===== src/rtl/knn_pkg.sv =====
// rtl/knn_pkg.sv - shared FSM state type and default sizing for the streaming top-K selector
//
// The element typedefs depend on the instance parameters, so they are
// declared inside the modules. This package keeps the FSM encoding and the
// default widths, so every file uses the same values.
package knn_pkg;

    localparam int KNN_DEF_DW   = 32;
    localparam int KNN_DEF_K    = 17;
    localparam int KNN_DEF_IDXW = 16;

    typedef enum logic [1:0] {
        IDLE  = 2'd0,
        LOAD  = 2'd1,
        DRAIN = 2'd2
    } state_t;

endpackage


===== src/rtl/knn_topk_insert.sv =====
// rtl/knn_topk_insert.sv - combinational sorted-list insertion for the top-K selector
//
// Ports:
//   list_valid/list_dist/list_idx : current list, slot 0 = smallest distance
//   new_dist/new_idx              : candidate to insert
//   next_valid/next_dist/next_idx : list after insertion (K-1 drops on overflow)
module knn_topk_insert
    import knn_pkg::*;
#(
    parameter int DW   = KNN_DEF_DW,
    parameter int K    = KNN_DEF_K,
    parameter int IDXW = KNN_DEF_IDXW
) (
    input  logic [K-1:0]           list_valid,
    input  logic [K-1:0][DW-1:0]   list_dist,
    input  logic [K-1:0][IDXW-1:0] list_idx,
    input  logic [DW-1:0]          new_dist,
    input  logic [IDXW-1:0]        new_idx,
    output logic [K-1:0]           next_valid,
    output logic [K-1:0][DW-1:0]   next_dist,
    output logic [K-1:0][IDXW-1:0] next_idx
);

    // hit[i]: the candidate belongs at or before slot i. Strict less-than
    // places a tie after the existing entries, so earlier arrivals keep the
    // lower rank.
    logic [K-1:0] hit;
    // therm[i]: the candidate lands at or before slot i. The list is sorted
    // with its valid entries first, so hit is already a thermometer. The
    // prefix OR guarantees that shape, so the shift mux below can rely on it.
    logic [K-1:0] therm;

    always_comb begin
        hit = '0;
        for (int i = 0; i < K; i++) begin
            hit[i] = !list_valid[i] || (new_dist < list_dist[i]);
        end
    end

    always_comb begin
        therm    = '0;
        therm[0] = hit[0];
        for (int i = 1; i < K; i++) begin
            therm[i] = therm[i-1] | hit[i];
        end
    end

    // A slot below the insert point keeps its entry. The insert point takes
    // the candidate. A slot past the insert point takes its upper neighbour.
    always_comb begin
        next_valid = list_valid;
        next_dist  = list_dist;
        next_idx   = list_idx;
        if (therm[0]) begin
            next_valid[0] = 1'b1;
            next_dist[0]  = new_dist;
            next_idx[0]   = new_idx;
        end
        for (int i = 1; i < K; i++) begin
            if (therm[i]) begin
                if (therm[i-1]) begin
                    next_valid[i] = list_valid[i-1];
                    next_dist[i]  = list_dist[i-1];
                    next_idx[i]   = list_idx[i-1];
                end else begin
                    next_valid[i] = 1'b1;
                    next_dist[i]  = new_dist;
                    next_idx[i]   = new_idx;
                end
            end
        end
    end

endmodule


===== src/rtl/knn_topk_stream.sv =====
// rtl/knn_topk_stream.sv - streaming top-K smallest-distance selector with ordered drain
//
// Ports:
//   clk, rst            : clock, asynchronous active-high reset
//   start, n_cand       : query start pulse and candidate count (IDLE only, n_cand != 0)
//   in_valid/in_ready   : candidate handshake, in_dist = candidate distance
//   out_valid/out_ready : result handshake, out_dist/out_idx/out_rank/out_last
//   busy                : query in progress
module knn_topk_stream
    import knn_pkg::*;
#(
    parameter int DW   = KNN_DEF_DW,
    parameter int K    = KNN_DEF_K,
    parameter int IDXW = KNN_DEF_IDXW
) (
    input  logic            clk,
    input  logic            rst,
    input  logic            start,
    input  logic [IDXW-1:0] n_cand,
    input  logic            in_valid,
    output logic            in_ready,
    input  logic [DW-1:0]   in_dist,
    output logic            out_valid,
    input  logic            out_ready,
    output logic [DW-1:0]   out_dist,
    output logic [IDXW-1:0] out_idx,
    output logic [IDXW-1:0] out_rank,
    output logic            out_last,
    output logic            busy
);

    localparam logic [IDXW-1:0] ONE_IDX = IDXW'(1);
    localparam logic [IDXW-1:0] K_IDX   = IDXW'(K);

    state_t                 state;
    logic [IDXW-1:0]        arr_cnt;
    logic [IDXW-1:0]        ncand_q;
    logic [IDXW-1:0]        rank_q;
    // Rank of the final entry, min(K, n_cand) - 1, computed once at start.
    logic [IDXW-1:0]        last_rank;

    logic [K-1:0]           list_valid;
    logic [K-1:0][DW-1:0]   list_dist;
    logic [K-1:0][IDXW-1:0] list_idx;

    logic [K-1:0]           ins_valid;
    logic [K-1:0][DW-1:0]   ins_dist;
    logic [K-1:0][IDXW-1:0] ins_idx;

    knn_topk_insert #(
        .DW   (DW),
        .K    (K),
        .IDXW (IDXW)
    ) u_insert (
        .list_valid (list_valid),
        .list_dist  (list_dist),
        .list_idx   (list_idx),
        .new_dist   (in_dist),
        .new_idx    (arr_cnt),
        .next_valid (ins_valid),
        .next_dist  (ins_dist),
        .next_idx   (ins_idx)
    );

    always_ff @(posedge clk or posedge rst) begin
        if (rst) begin
            state      <= IDLE;
            arr_cnt    <= '0;
            ncand_q    <= '0;
            rank_q     <= '0;
            last_rank  <= '0;
            list_valid <= '0;
            list_dist  <= '0;
            list_idx   <= '0;
        end else begin
            case (state)
                IDLE: begin
                    if (start && (n_cand != '0)) begin
                        ncand_q    <= n_cand;
                        last_rank  <= (n_cand < K_IDX) ? (n_cand - ONE_IDX) : (K_IDX - ONE_IDX);
                        list_valid <= '0;
                        arr_cnt    <= '0;
                        rank_q     <= '0;
                        state      <= LOAD;
                    end
                end
                LOAD: begin
                    // in_ready is high for the whole LOAD state, so in_valid alone
                    // is the handshake.
                    if (in_valid) begin
                        list_valid <= ins_valid;
                        list_dist  <= ins_dist;
                        list_idx   <= ins_idx;
                        arr_cnt    <= arr_cnt + ONE_IDX;
                        if (arr_cnt == ncand_q - ONE_IDX) begin
                            state <= DRAIN;
                        end
                    end
                end
                DRAIN: begin
                    if (out_ready) begin
                        // Pop slot 0 by shifting every entry up by one slot.
                        for (int i = 0; i < K - 1; i++) begin
                            list_valid[i] <= list_valid[i+1];
                            list_dist[i]  <= list_dist[i+1];
                            list_idx[i]   <= list_idx[i+1];
                        end
                        list_valid[K-1] <= 1'b0;
                        list_dist[K-1]  <= '0;
                        list_idx[K-1]   <= '0;
                        if (rank_q == last_rank) begin
                            rank_q <= '0;
                            state  <= IDLE;
                        end else begin
                            rank_q <= rank_q + ONE_IDX;
                        end
                    end
                end
                default: state <= IDLE;
            endcase
        end
    end

    // All outputs decode registered state only; no input reaches an output
    // through logic.
    assign in_ready  = (state == LOAD);
    assign out_valid = (state == DRAIN);
    assign busy      = (state != IDLE);
    assign out_dist  = out_valid ? list_dist[0] : '0;
    assign out_idx   = out_valid ? list_idx[0]  : '0;
    assign out_rank  = out_valid ? rank_q       : '0;
    assign out_last  = out_valid && (rank_q == last_rank);

endmodule

===== config.mk =====
export PLATFORM = sky130hd
export DESIGN_NAME = knn_topk_stream
export DESIGN_NICKNAME = d
export VERILOG_FILES = /design/src/rtl/knn_pkg.sv /design/src/rtl/knn_topk_insert.sv /design/src/rtl/knn_topk_stream.sv
export SDC_FILE = /design/constraint.sdc
export NUM_CORES = 2
export LEC_CHECK = 0
export ABC_AREA = 1
export CAP_MARGIN = 40
export CORE_AREA = 2 2 394 396
export CTS_CLUSTER_DIAMETER = 60
export DETAILED_ROUTE_END_ITERATION = 7
export DIE_AREA = 0 0 396 398
export PLACE_DENSITY_LB_ADDON = 0.3
export SETUP_SLACK_MARGIN = 0.2
export SYNTH_ARGS = -nofsm -noshare
export SYNTH_HDL_FRONTEND = slang
export SYNTH_SLANG_ARGS = --single-unit

===== constraint.sdc =====
create_clock -name clk -period 43.4 [get_ports clk]
set_input_delay 8.68 -clock clk [delete_from_list [all_inputs] [get_ports clk]]
set_output_delay 8.68 -clock clk [all_outputs]
set_load 0.05 [all_outputs]

==> metrics.md <==
| Metric | Value |
|---|---|
| Outcome | `complete, no violations` |
| Global route overflow | `0` |
| Routed via count | `59770` |
| Placement Cell Area | `64610 um^2` |
| CP peak stage delay | `0.83 ns` |
| Routed len/inst | `21.15 um` |
| Num Clock Sinks | `899` |
| Clock slew at reported path FFs | `0.06 ns` |
| CP Data Arrival Time | `15.81 ns` |
| Sequential area share after synthesis | `36.80%` |
| Final non-filler cell area | `68300 um^2` |
| Nets | `8626` |
| CP startpoint | `in_dist[0]` |
| Fmax | `66.22 MHz` |
| Critical path type | `primary input to flip-flop` |
| Post-synth EDFFs | `0` |
| Fillers | `15220` |
| WP data required | `44.10 ns` |
| Starting density of the core | `39.87%` |
| Largest net degree at the start of global routing | `158` |
| Antenna diodes | `0` |
| I/O pin cnt | `121` |
| CTS HTree Levels | `3` |
| Final WL | `214900 um` |
| Site Rows | `144` |
| Post-CTS sizing | `0` |
| ANT nets after route | `0` |
| Synth Flop Type | `dfrtp_1` |
| Commonest non-fill, non-tap cell in the layout | `nand2_1` |
| Chip width | `396 um` |
| Max FO, Critical Path | `54` |
| Most frequent cells in the layout | `nand2_1 (1696), inv_1 (904), dfrtp_1 (899)` |
| Max Cap Viol | `0` |
| Final max-slew violation count | `0` |
| Worst Setup Start Kind | `primary input` |
| Hold WC Path Type | `flip-flop to flip-flop` |
| Final Core Density | `44.55%` |
| Syn_nets | `8801` |
| Worst-case clock skew | `0.03178 ns` |
| PwrDens | `67.73 nW/um^2` |
| Cell Area, Synth | `61130 um^2` |
| Die Y | `398 um` |
| Share of layout cells above drive strength 1 | `4.805%` |
| FFs w/ async S/R, synth | `100.0%` |
| Root Buffer | `clkbuf_16` |
| LEAKAGE | `30.49 nW` |
| Syn avg cell area | `7.443 um^2` |
| Initial antenna violation count | `0` |
| Worst reg2reg setup slack | `36.64 ns` |
| Number of global-route vias before repair | `59130` |
| Tot Pwr | `0.004626 W` |
| Syn-to-layout area delta | `11.74%` |
| Vias per inst | `5.883` |
| Input/output buffers | `120` |
| Critical hold path startpoint | `list_idx[262]` |
| Final period util | `34.80%` |
| # DRC | `0` |
| Starting DRC count in detailed routing | `5581` |
| Final hold violation count | `0` |
| RR Startpoint | `list_dist[127]` |
| Period minus WS final | `15.10 ns` |
| Critical-path top delay cell | `clkdlybuf4s50_1` |
| Ys Warns | `0` |
| Setup_tns | `0 ns` |
| Hold buffers post-CTS | `0` |
| Clk_lat worst skew | `0.77 ns` |
| Worst setup EP type | `flip-flop` |
| DIE AREA | `157600 um^2` |
| RSZ-0062 raised after global routing | `no` |
| Top cell by count, worst path | `nand2_1` |
| HPWL reported at the end of detailed placement | `147800 um` |
| CTS buffer count | `108` |
| First-pass GRT wire length | `336600 um` |
| Post-CTS Setup Bufs | `0` |
| GP Congestion | `0.8998` |
| Core footprint | `153300 um^2` |
| Synthesized flop and latch total | `899` |
| Max transition margin | `33.14%` |
| Pre-Repair DR Iteration Count | `6` |
| CTS tree | `done` |
| Worst-margin pin slew | `1.003 ns` |
| Max IR drop VDD | `0.04561 mV` |
| Cells after synthesis | `8213` |
| Clock buffer depth | `3` |
| Post-synth cell types | `48` |
| GRT Util Overall | `26.77%` |
| # setup viols final | `0` |
[Yosys cell counts (7+ instances only)]
cell,n,area share [%]
o21ai_1,74,0.61
nand2_1,1702,10
nor3b_1,7,0.086
o221ai_1,237,3.4
xor2_1,29,0.42
o22ai_1,237,2.4
nor3_1,241,2.0
nand4_1,95,0.97
dfrtp_1,899,37
a31oi_1,36,0.37
ha_1,535,11
clkinv_1,7,0.043
buf_2,30,0.25
clkbuf_1,476,2.9
nor2_1,421,2.6
xnor2_1,15,0.21
nand3_1,603,4.9
o31ai_1,9,0.11
a211oi_1,33,0.41
o21ai_0,866,7.1
nor4_1,17,0.17
o211ai_1,119,1.5
buf_1,65,0.40
a22oi_1,25,0.31
a41oi_1,76,1.1
a21oi_1,385,3.2
inv_1,913,5.6
o21a_1,13,0.16
[flip-flops by register name (all words and copies together) (netlist names)]
signal      cells
list_dist     544
rank_q         16
list_idx      272
state           2
list_valid     17
last_rank      16
arr_cnt        16
ncand_q        16
[metal layers]
metal / vias to the layer above / track usage [%] / part of all wire (%)
li1: 27930 / - / -
met1: 29010 / 33.44 / 41
met2: 2287 / 45.54 / 47
met3: 544 / 3.604 / 6.5
met4: 0 / 12.95 / 5.2
met5: - / 0 / 0
[worst max-delay path, delay by kind of cell]
family                 cells  cell delay (ns)
buffers and inverters      7             3.07
and+or+nand+nor           23             3.95
[cell type report]
cell class                      count  area, um^2  area share [%]
Multi-Input combinational cell   5813       33170           48.56
Inverter                          926        3491           5.111
Timing Repair Buffer              290        2920           4.275
Clock buffer                      159        3157           4.622
Sequential cell                   899       22500           32.94
Tap cell                         2044        2557           3.744
Clock inverter                     29       513.0          0.7510
[cells by family (layout without fill, tap and decap cells)]
group           Yosys count  count (layout)  synth area share [%]
buf+inv                1501            1404                 9.303
simple gates           3111            3111                 21.57
xor+xnor                 44              44                0.6304
compound gates         2123            2123                 20.75
flops                   899             899                 36.80
fa+ha+maj               535             535                 10.95
[report_power, final]
group          leakage (nW)  internal [W]  total (W)  switching [W]
combinational          17.1      0.000733    0.00230        0.00157
sequential             11.6       0.00116    0.00136       0.000198
clock                  1.79      0.000567   0.000963       0.000397
[path summary, 6_finish.rpt]
kind	endpoint	depth (start not counted)
worst min-delay path	list_idx[262]	2
worst max register to register	list_dist[534]	23
max in group asynchronous	list_idx[177]	5
worst min register to register	list_idx[262]	2
min in group asynchronous	list_dist[80]	2
worst max-delay path	list_dist[534]	30
[per-stage QoR]
step | hold slack, ns | setup slack [ns] | cells
floorplan | 0.4422 | 9.448 | 8213
global placement | 0.4609 | 27.25 | 9939
detailed placement | 0.4598 | 27.62 | 9971
CTS | 0.4767 | 28.41 | 10160
global route | 0.4938 | 27.87 | 10160
finish | 0.4719 | 28.30 | 10160
Note: power is estimated with default switching activity, not from simulation.
